**src/rtl/serial_sub8.sv**
```systemverilog
// Bit-serial subtractor: a - b - bin, one bit per clock, LSB first, with a
// start/busy/done handshake and result registers held until the next completion.
module serial_sub8 #(
    parameter int WIDTH = 8
) (
    input  logic             clk,
    input  logic             rst_n,
    input  logic             start,
    input  logic [WIDTH-1:0] a,
    input  logic [WIDTH-1:0] b,
    input  logic             bin,
    output logic             busy,
    output logic             done,
    output logic [WIDTH-1:0] diff,
    output logic             bout,
    output logic             ovf,
    output logic             zero
);

    localparam int CW = (WIDTH > 2) ? $clog2(WIDTH) : 1;

    typedef enum logic {
        IDLE = 1'b0,
        RUN  = 1'b1
    } state_t;

    state_t           state_q;
    logic [WIDTH-1:0] a_q;
    logic [WIDTH-1:0] b_q;
    logic [WIDTH-2:0] res_q;
    logic             br_q;
    logic [CW-1:0]    cnt_q;
    logic             a_msb_q;
    logic             b_msb_q;
    logic             done_q;
    logic [WIDTH-1:0] diff_q;
    logic             bout_q;
    logic             ovf_q;
    logic             zero_q;

    logic             d_bit;
    logic             br_d;
    logic [WIDTH-1:0] res_d;
    logic             last;

    // res_q holds the WIDTH-1 bits produced so far; the newest bit enters at
    // the top, so on the last edge {d_bit, res_q} is the complete difference.
    always_comb begin
        d_bit = a_q[0] ^ b_q[0] ^ br_q;
        br_d  = (~a_q[0] & b_q[0]) | (~a_q[0] & br_q) | (b_q[0] & br_q);
        res_d = {d_bit, res_q};
        last  = (cnt_q == CW'(WIDTH - 1));
    end

    // NOTE: reset is synchronous and clears every register, datapath included,
    // so an aborted operation leaves no stale operand or partial result behind.
    always_ff @(posedge clk) begin
        if (!rst_n) begin
            state_q <= IDLE;
            a_q     <= '0;
            b_q     <= '0;
            res_q   <= '0;
            br_q    <= 1'b0;
            cnt_q   <= '0;
            a_msb_q <= 1'b0;
            b_msb_q <= 1'b0;
            done_q  <= 1'b0;
            diff_q  <= '0;
            bout_q  <= 1'b0;
            ovf_q   <= 1'b0;
            zero_q  <= 1'b0;
        end else begin
            done_q <= 1'b0;
            case (state_q)
                IDLE: begin
                    if (start) begin
                        a_q     <= a;
                        b_q     <= b;
                        br_q    <= bin;
                        cnt_q   <= '0;
                        a_msb_q <= a[WIDTH-1];
                        b_msb_q <= b[WIDTH-1];
                        state_q <= RUN;
                    end
                end
                RUN: begin
                    a_q   <= a_q >> 1;
                    b_q   <= b_q >> 1;
                    br_q  <= br_d;
                    res_q <= res_d[WIDTH-1:1];
                    cnt_q <= cnt_q + CW'(1);
                    if (last) begin
                        diff_q  <= res_d;
                        bout_q  <= br_d;
                        ovf_q   <= (a_msb_q != b_msb_q) & (res_d[WIDTH-1] != a_msb_q);
                        zero_q  <= (res_d == '0);
                        done_q  <= 1'b1;
                        state_q <= IDLE;
                    end
                end
                default: state_q <= IDLE;
            endcase
        end
    end

    assign busy = (state_q == RUN);
    assign done = done_q;
    assign diff = diff_q;
    assign bout = bout_q;
    assign ovf  = ovf_q;
    assign zero = zero_q;

endmodule

```
**config.mk**
```make
export PLATFORM = sky130hd
export DESIGN_NAME = serial_sub8
export DESIGN_NICKNAME = d
export VERILOG_FILES = /design/src/rtl/serial_sub8.sv
export SDC_FILE = /design/constraint.sdc
export NUM_CORES = 1
export LEC_CHECK = 0
export CAP_MARGIN = 10
export CORE_ASPECT_RATIO = 1.1
export CORE_MARGIN = 5
export CORE_UTILIZATION = 32
export CTS_BUF_LIST = sky130_fd_sc_hd__clkbuf_4 sky130_fd_sc_hd__clkbuf_8
export CTS_CLUSTER_SIZE = 10
export DETAILED_ROUTE_END_ITERATION = 16
export PLACE_DENSITY_LB_ADDON = 0.2
export REMOVE_ABC_BUFFERS = 1
export SYNTH_ARGS = -nofsm -noshare
export SYNTH_HDL_FRONTEND = slang
export SYNTH_SLANG_ARGS = --single-unit
```
**constraint.sdc**
```tcl
create_clock -name clk -period 2.3 [get_ports clk]
set_clock_uncertainty 0.2 [all_clocks]
set_input_delay 0.23 -clock clk [delete_from_list [all_inputs] [get_ports clk]]
set_output_delay 0.23 -clock clk [all_outputs]
set_load 0.05 [all_outputs]
```
==> impl_results.html, run 1 <==
<table>
<tr><th>Metric</th><th>Value</th></tr>
<tr><th colspan="2">CTS</th></tr>
<tr><td>TritonCTS Buffers</td><td>5</td></tr>
<tr><td>Clock tree from TritonCTS</td><td>yes</td></tr>
<tr><td>Clock latency on the worst-skew pair</td><td>0.30 ns</td></tr>
<tr><td>CTS HTree Levels</td><td>2</td></tr>
<tr><td>Clock-pin slew on the worst setup and hold paths</td><td>0.08 ns</td></tr>
<tr><td>CTS hold repair buffers</td><td>0</td></tr>
<tr><td>Max Buffers Root-to-Sink</td><td>2</td></tr>
<tr><td>Buffer cell driving the clock tree root</td><td>clkbuf_8</td></tr>
<tr><td>Gates resized, CTS repair</td><td>0</td></tr>
<tr><td>Sink count of the clock tree</td><td>42</td></tr>
<tr><td>Total setup buffers inserted after CTS</td><td>0</td></tr>
<tr><th colspan="2">Setup path</th></tr>
<tr><td>Kind of launch point of the worst setup path</td><td>flop</td></tr>
<tr><td>Critical-path cell list</td><td>clkdlybuf4s50_1</td></tr>
<tr><td>Destination of the critical timing path</td><td>zero</td></tr>
<tr><td>Worst setup slack for register-to-register paths</td><td>~0.49 ns</td></tr>
<tr><td>Data required time at the worst endpoint</td><td>between 1.5 and 2 ns</td></tr>
<tr><td>Max Fanout on Critical Path</td><td>2</td></tr>
<tr><td>Classification of the worst setup path</td><td>reg -&gt; out</td></tr>
<tr><td>Logic depth of the worst path, buffers included</td><td>1</td></tr>
<tr><td>Slowest stage cell on the critical path</td><td>clkdlybuf4s50_1</td></tr>
<tr><td>Crit Reg-Reg Endpoint</td><td>ovf$_SDFFE_PN0P_</td></tr>
<tr><td>Start of the worst register-to-register path</td><td>a_q[0]$_SDFFE_PN0P_</td></tr>
<tr><td>Total buffers and inverters traversed by the critical path</td><td>1</td></tr>
<tr><td>Setup crit end kind</td><td>output pin</td></tr>
<tr><td>Cell family with most CP delay</td><td>buffers and inverters</td></tr>
<tr><td>Largest stage delay on the critical path</td><td>a little over 0.8 ns</td></tr>
<tr><td>Worst R2R Path Depth</td><td>4</td></tr>
<tr><td>Startpoint of the worst setup timing path</td><td>zero$_SDFFE_PN0P_</td></tr>
<tr><td>CP arrival</td><td>about 1.5 ns</td></tr>
<tr><th colspan="2">Power and ir drop</th></tr>
<tr><td>Total power divided by cell area</td><td>~660 mW/mm²</td></tr>
<tr><td>IR Drop Worst-Case VDD</td><td>approximately 0.00030 V</td></tr>
<tr><td>P_leak</td><td>0.904 nW</td></tr>
<tr><td>Total power consumption of the routed design</td><td>1.53 mW</td></tr>
<tr><th colspan="2">STA</th></tr>
<tr><td>Unrepaired setup endpoints after global routing</td><td>false</td></tr>
<tr><td># setup viols final</td><td>0</td></tr>
<tr><td>Setup TNS</td><td>0 ns</td></tr>
<tr><td>Final cycle utilization of the critical path</td><td>slightly above 80%</td></tr>
<tr><td>Highest clock rate</td><td>roughly 530 MHz</td></tr>
<tr><td>Final slew viol count</td><td>0</td></tr>
<tr><td>Transition time of the tightest slew-check pin</td><td>approximately 0.5 ns</td></tr>
<tr><td>Post-Route Hold Slack</td><td>between 0.2 and 0.3 ns</td></tr>
<tr><td>Final count of hold timing violations</td><td>0</td></tr>
<tr><td>Worst slew margin relative to its limit</td><td>around 67%</td></tr>
<tr><td>Shortest period the worst path allows</td><td>between 1.5 and 2 ns</td></tr>
<tr><th colspan="2">Floorplanning</th></tr>
<tr><td>Area enclosed by the die boundary</td><td>around 0.0072 mm²</td></tr>
<tr><td>Core ar.</td><td>roughly 0.0054 mm²</td></tr>
<tr><td>Initial Util</td><td>approximately 33%</td></tr>
<tr><td># IOs</td><td>33</td></tr>
<tr><td>Number of standard-cell rows in the floorplan</td><td>28</td></tr>
<tr><td>Die X</td><td>81.5 µm</td></tr>
<tr><td>Vert. Die Dim</td><td>~89 µm</td></tr>
<tr><th colspan="2">Finish</th></tr>
<tr><td>Antenna diode count</td><td>0</td></tr>
<tr><td>Total non-filler cell area in the finished layout</td><td>between 0.002 and 0.0025 mm²</td></tr>
<tr><td>Layout overhead on the synthesized area</td><td>29.1%</td></tr>
<tr><td>Number of nets in the finished design</td><td>245</td></tr>
<tr><td>Finished Layout Cells</td><td>297</td></tr>
<tr><td>Share of layout cells above drive strength 1</td><td>6.76%</td></tr>
<tr><th colspan="2">Drt</th></tr>
<tr><td>Total vias in the final route</td><td>around 1.3k</td></tr>
<tr><td>Average detailed-routed wire length per instance</td><td>~11 µm</td></tr>
<tr><td>Number of DRC markers after the initial detailed-route iteration</td><td>between 50 and 60</td></tr>
<tr><td>Final wirelength</td><td>around 3.3 mm</td></tr>
<tr><td>First-pass DRT Iterations</td><td>3</td></tr>
<tr><td>Post-detailed-route count of antenna-violating nets</td><td>0</td></tr>
<tr><td>Number of vias per cell after detailed routing</td><td>around 4.5</td></tr>
<tr><td>Residual DRC</td><td>0</td></tr>
<tr><th colspan="2">Worst hold path</th></tr>
<tr><td>Cell depth of the worst min-delay path</td><td>2</td></tr>
<tr><td>Worst hold path class</td><td>reg -&gt; reg</td></tr>
<tr><th colspan="2">Synthesis</th></tr>
<tr><td>Mapped Cells</td><td>190</td></tr>
<tr><td>Yosys warnings</td><td>0</td></tr>
<tr><td>Library cells used by synthesis</td><td>28</td></tr>
<tr><td>Part of the Yosys area used for sequential elements</td><td>46.7%</td></tr>
<tr><td>Seq cells post-synth</td><td>42</td></tr>
<tr><td>Average cell area after synthesis</td><td>roughly 9.5 µm²</td></tr>
<tr><td>Post-Synthesis Cell Area</td><td>around 0.0018 mm²</td></tr>
<tr><th colspan="2">Placed design</th></tr>
<tr><td>Placed instance count</td><td>slightly below 300</td></tr>
<tr><td>Area after detailed placement</td><td>0.00221 mm²</td></tr>
<tr><td>Gpl congestion</td><td>about 0.74</td></tr>
<tr><td>Final HPWL from detailed placement</td><td>about 2.3 mm</td></tr>
<tr><td>Port Buffer Count</td><td>32</td></tr>
<tr><th colspan="2">Job</th></tr>
<tr><td>Max_cap viols</td><td>0</td></tr>
<tr><th colspan="2">GRT</th></tr>
<tr><td>Number of antenna violations at the first check in global routing</td><td>0</td></tr>
<tr><td>Total track usage</td><td>10.4%</td></tr>
<tr><td>Global-route wire length before repair</td><td>approximately 5.9 mm</td></tr>
<tr><td>Total overflow reported by the global router</td><td>0</td></tr>
<tr><td>Maximum number of pins on one net before global-route repair</td><td>42</td></tr>
<tr><td>Vias in the first global route</td><td>around 1.3k</td></tr>
<tr><th colspan="2">Run status</th></tr>
<tr><td>Outcome</td><td>completed</td></tr>
</table>
through the flow:
stage | util (%) | worst slack, ns
after floorplan | - | -0.0624
after global placement | 40.7 | 0.520
after detailed placement | 40.7 | 0.496
after CTS | 42.8 | 0.385
after global routing | 42.8 | 0.371
final | 42.8 | 0.410
registers in the layout, indices dropped and copies added, names as in the netlist, 3 cells and up:
register,count
cnt_q,3
a_q,8
diff,8
res_q,7
b_q,8
where the power goes:
part	switching (mW)	total, mW	internal, mW
clock	0.247	0.594	0.347
combinational	0.0690	0.165	0.0959
sequential	0.0190	0.772	0.753
synthesized netlist by cell type:
master     n  area [µm²]
a21boi_0   7        52.6
a21boi_1   1        7.51
a21oi_1    2        10.0
a31oi_1    1        6.26
and2_1    16         100
and3_1     1        6.26
buf_2      1        5.00
buf_4      4        30.0
buf_6      2        22.5
clkbuf_1   5        18.8
dfxtp_1   42         841
fa_1       1        20.0
ha_1       2        25.0
inv_1      1        3.75
mux2i_1   26         260
nand2_1   34         128
nand2_2    1        6.26
nand2b_1   1        6.26
nand3_1    2        10.0
nand3b_1   1        7.51
nor2_1     3        11.3
nor2b_1   12        75.1
nor3b_1    3        22.5
nor4_1     1        6.26
nor4b_1    1        8.76
o211a_1    2        20.0
o21ai_0   16        80.1
or3b_2     1        8.76
worst min-delay path by stage:
stage,end,slack [ns],from
floorplan,a_q[0]$_SDFFE_PN0P_,0.15,rst_n
global placement,diff[5]$_SDFFE_PN0P_,0.25,diff[5]$_SDFFE_PN0P_
detailed placement,bout$_SDFFE_PN0P_,0.25,bout$_SDFFE_PN0P_
CTS,bout$_SDFFE_PN0P_,0.27,bout$_SDFFE_PN0P_
global route,bout$_SDFFE_PN0P_,0.28,bout$_SDFFE_PN0P_
finish,bout$_SDFFE_PN0P_,0.26,bout$_SDFFE_PN0P_
logic make-up (layout without fill, tap and decap cells):
family	count (synthesis)	after routing	synth area share, %
AOI/OAI and AO/OA	29	29	9.81
adders and majority gates	3	3	2.50
buffers and inverters	13	45	4.45
DFF	42	42	46.7
muxes	26	26	14.5
and+or+nand+nor	77	77	22.0
layout by cell type, fill, tap and decap left out, drive strengths merged:
cell,n
ha,2
o211a,2
o21ai,16
nor4,1
or3b,1
and2,16
nor2,3
bufinv,1
buf,6
a31oi,1
mux2i,26
nor2b,12
a21oi,2
dfxtp,42
and3,1
inv,1
nand3,2
nand2b,1
a21boi,8
nand2,35
clkdlybuf4s50,31
nor3b,3
nor4b,1
fa,1
nand3b,1
clkbuf,6
metal layers:
metal | vias to the layer above | track usage (%) | wire [µm]
met5 | - | 0 | 0
met4 | 0 | 5.07 | 64
met3 | 8 | 3.05 | 234
met2 | 32 | 16.9 | 1470
met1 | 596 | 12.6 | 1560
li1 | 697 | - | -
final cells by class:
type	instances	area (µm²)
fill	562	3110
multi-input combinational	135	878
sequential	42	841
timing repair buffer	37	393
tap	75	93.8
clock buffer	6	82.6
clock inverter	1	30.0
inverter	1	3.75
Power figures use the tool's default switching activity.
==> inputs of run 2 (changes only) <==
- clock period: 2.3 -> 1.55 ns (I/O delays scaled with it)
==> run 2 against run 1 <==
Against the previous run: the run now ends with negative setup slack left; power rose by 37%; combinational power is 80% higher; wire length grew 0.42%; largest power group unchanged.
==> impl_results.html, run 2 (same netlist as run 1, synthesis figures left out) <==
<table>
<tr><th>Metric</th><th>Value</th></tr>
<tr><th colspan="2">CTS</th></tr>
<tr><td>Buffer cell driving the clock tree root</td><td>clkbuf_8</td></tr>
<tr><td>TritonCTS Buffers</td><td>5 (unchanged)</td></tr>
<tr><td>Sink count of the clock tree</td><td>42 (unchanged)</td></tr>
<tr><td>Max Buffers Root-to-Sink</td><td>2 (unchanged)</td></tr>
<tr><td>Clock-pin slew on the worst setup and hold paths</td><td>0.08 ns (about the same)</td></tr>
<tr><td>CTS HTree Levels</td><td>2 (unchanged)</td></tr>
<tr><td>Clock latency on the worst-skew pair</td><td>0.29 ns (about the same)</td></tr>
<tr><td>Clock tree from TritonCTS</td><td>yes</td></tr>
<tr><th colspan="2">Placed design</th></tr>
<tr><td>Placed instance count</td><td>301 (+3.8%)</td></tr>
<tr><td>Gpl congestion</td><td>0.704 (-4.5%)</td></tr>
<tr><td>Port Buffer Count</td><td>32 (unchanged)</td></tr>
<tr><td>Worst slack at placement</td><td>-0.189 ns (-0.685 ns)</td></tr>
<tr><td>Final HPWL from detailed placement</td><td>2.44 mm (+6.7%)</td></tr>
<tr><th colspan="2">Drt</th></tr>
<tr><td>First-pass DRT Iterations</td><td>2 (-1)</td></tr>
<tr><td>Average detailed-routed wire length per instance</td><td>10.9 µm (-3.2%)</td></tr>
<tr><td>Total vias in the final route</td><td>1379 (+3.5%)</td></tr>
<tr><td>Final wirelength</td><td>3.35 mm (+0.42%)</td></tr>
<tr><td>Post-detailed-route count of antenna-violating nets</td><td>0 (unchanged)</td></tr>
<tr><td>Number of vias per cell after detailed routing</td><td>4.48 (-0.24%)</td></tr>
<tr><td>Number of DRC markers after the initial detailed-route iteration</td><td>51 (unchanged)</td></tr>
<tr><td>Residual DRC</td><td>0 (unchanged)</td></tr>
<tr><th colspan="2">Setup path</th></tr>
<tr><td>Total buffers and inverters traversed by the critical path</td><td>1 (unchanged)</td></tr>
<tr><td>Kind of launch point of the worst setup path</td><td>flop</td></tr>
<tr><td>Data required time at the worst endpoint</td><td>1.57 ns (-0.30 ns)</td></tr>
<tr><td>Critical-path cell list</td><td>inv_2, fa_1, or3b_4, a31oi_1</td></tr>
<tr><td>Largest stage delay on the critical path</td><td>0.46 ns (-0.35 ns)</td></tr>
<tr><td>Cell family with most CP delay</td><td>adder cells</td></tr>
<tr><td>Slowest stage cell on the critical path</td><td>fa_1</td></tr>
<tr><td>Setup crit end kind</td><td>flop</td></tr>
<tr><td>CP arrival</td><td>1.62 ns (+0.16 ns)</td></tr>
<tr><td>Max Fanout on Critical Path</td><td>2 (unchanged)</td></tr>
<tr><td>Classification of the worst setup path</td><td>reg -&gt; reg</td></tr>
<tr><th colspan="2">Job</th></tr>
<tr><td>Max_cap viols</td><td>0 (unchanged)</td></tr>
<tr><th colspan="2">GRT</th></tr>
<tr><td>Maximum number of pins on one net before global-route repair</td><td>32 (-24%)</td></tr>
<tr><td>Number of antenna violations at the first check in global routing</td><td>0 (unchanged)</td></tr>
<tr><td>Global-route wire length before repair</td><td>5.93 mm (+1.2%)</td></tr>
<tr><td>Vias in the first global route</td><td>1299 (-1.7%)</td></tr>
<tr><td>Total overflow reported by the global router</td><td>0 (unchanged)</td></tr>
<tr><td>Total track usage</td><td>10.6% (+0.19 points)</td></tr>
<tr><th colspan="2">Floorplanning</th></tr>
<tr><td>Vert. Die Dim</td><td>88.6 µm (unchanged)</td></tr>
<tr><td>Core ar.</td><td>0.00543 mm² (unchanged)</td></tr>
<tr><td>Initial Util</td><td>33.1% (unchanged)</td></tr>
<tr><td>Die X</td><td>81.5 µm (unchanged)</td></tr>
<tr><td># IOs</td><td>33 (unchanged)</td></tr>
<tr><td>Area enclosed by the die boundary</td><td>0.00722 mm² (unchanged)</td></tr>
<tr><td>Number of standard-cell rows in the floorplan</td><td>28 (unchanged)</td></tr>
<tr><th colspan="2">STA</th></tr>
<tr><td>Final slew viol count</td><td>0 (unchanged)</td></tr>
<tr><td>Transition time of the tightest slew-check pin</td><td>0.300 ns (-0.199 ns)</td></tr>
<tr><td>Unrepaired setup endpoints after global routing</td><td>true</td></tr>
<tr><td>Worst slew margin relative to its limit</td><td>79.8% (+13 points)</td></tr>
<tr><td>Highest clock rate</td><td>between 600 and 700 MHz</td></tr>
<tr><td># setup viols final</td><td>3 (+3)</td></tr>
<tr><td>Setup ws final</td><td>-0.0547 ns (-0.464 ns)</td></tr>
<tr><td>Final count of hold timing violations</td><td>0 (unchanged)</td></tr>
<tr><td>Shortest period the worst path allows</td><td>about 1.6 ns</td></tr>
<tr><td>Final cycle utilization of the critical path</td><td>104%</td></tr>
<tr><th colspan="2">Run status</th></tr>
<tr><td>Outcome</td><td>finished, violations left</td></tr>
<tr><td>Violated checks</td><td>negative setup slack</td></tr>
<tr><th colspan="2">Finish</th></tr>
<tr><td>Most used cells in the layout excluding fill and tap cells</td><td>dfxtp_1 (40), nand2_1 (32), mux2i_1 (26)</td></tr>
<tr><td>Share of layout cells above drive strength 1</td><td>20.2% (+13 points)</td></tr>
<tr><td>Most common cell after layout, fill and taps aside</td><td>dfxtp_1</td></tr>
<tr><td>Layout overhead on the synthesized area</td><td>40.7%</td></tr>
<tr><td>Finished Layout Cells</td><td>308 (+3.7%)</td></tr>
<tr><td>Number of nets in the finished design</td><td>256 (+4.5%)</td></tr>
<tr><td>Layout Utilization</td><td>46.6% (+3.8 points)</td></tr>
<tr><td>Antenna diode count</td><td>0 (unchanged)</td></tr>
<tr><th colspan="2">Power and ir drop</th></tr>
<tr><td>Total power divided by cell area</td><td>830 mW/mm² (+26%)</td></tr>
<tr><td>P_leak</td><td>1.03 nW (+14%)</td></tr>
<tr><td>IR Drop Worst-Case VDD</td><td>0.000403 V (+32%)</td></tr>
<tr><th colspan="2">Worst hold path</th></tr>
<tr><td>Worst hold path class</td><td>reg -&gt; reg</td></tr>
</table>
[run 2: worst paths after layout]
kind,from,end,slack [ns],cells past startpoint
hold reg to reg,res_q[0]$_SDFFE_PN0P_,diff[0]$_SDFFE_PN0P_,0.28,2
hold / removal,res_q[0]$_SDFFE_PN0P_,diff[0]$_SDFFE_PN0P_,0.28,2
setup / recovery,a_q[0]$_SDFFE_PN0P_,ovf$_SDFFE_PN0P_,-0.05,4
setup reg to reg,a_q[0]$_SDFFE_PN0P_,ovf$_SDFFE_PN0P_,-0.05,4
[run 2: cell type report]
cell class	count	area, µm²
clock buffer	5	68.8
clock inverter	2	10.0
fill	553	2900
inverter	1	3.75
multi-input combinational	135	917
sequential	42	843
tap	75	93.8
timing repair buffer	48	594
[run 2: tightest hold or removal path: cells and delay by family (launching register included)]
family | cells | cell delay (ns)
AND/OR/NAND/NOR | 1 | 0.06
AO/OA/AOI/OAI | 1 | 0.05
flip-flops | 1 | 0.33
[run 2: power breakdown]
group          internal [mW]  leakage (nW)  total (mW)  switching, mW
combinational          0.178         0.647       0.297          0.119
sequential              1.12         0.343        1.14         0.0258
clock                  0.302        0.0438       0.661          0.358
total                   1.60          1.03        2.10          0.503
[run 2: what timing repair did]
action | CTS | global route
hold buffers | 0 | 0
setup buffers | 0 | 0
pin swaps | 3 | 1
setup endpoints to repair | 4 | 14
resized for setup | 11 | 11
[run 2: through the flow]
step,cell area (µm²),hold WS [ns],TNS [ns],power (mW)
finish,2530,0.280,-0.0890,2.10
global route,2530,0.315,-0.286,2.22
CTS,2510,0.296,-0.127,2.13
detailed placement,2400,0.284,-1.77,1.44
global placement,2400,0.280,-1.76,1.44
floorplan,1720,0.0767,-25.03,1.29
[run 2: layer usage]
metal	vias to the layer above	track usage, %	wire length, µm
met3	4	3.97	204
li1	720	-	-
met5	-	0	0
met2	30	17.3	1520
met4	0	3.23	38
met1	625	13.0	1580
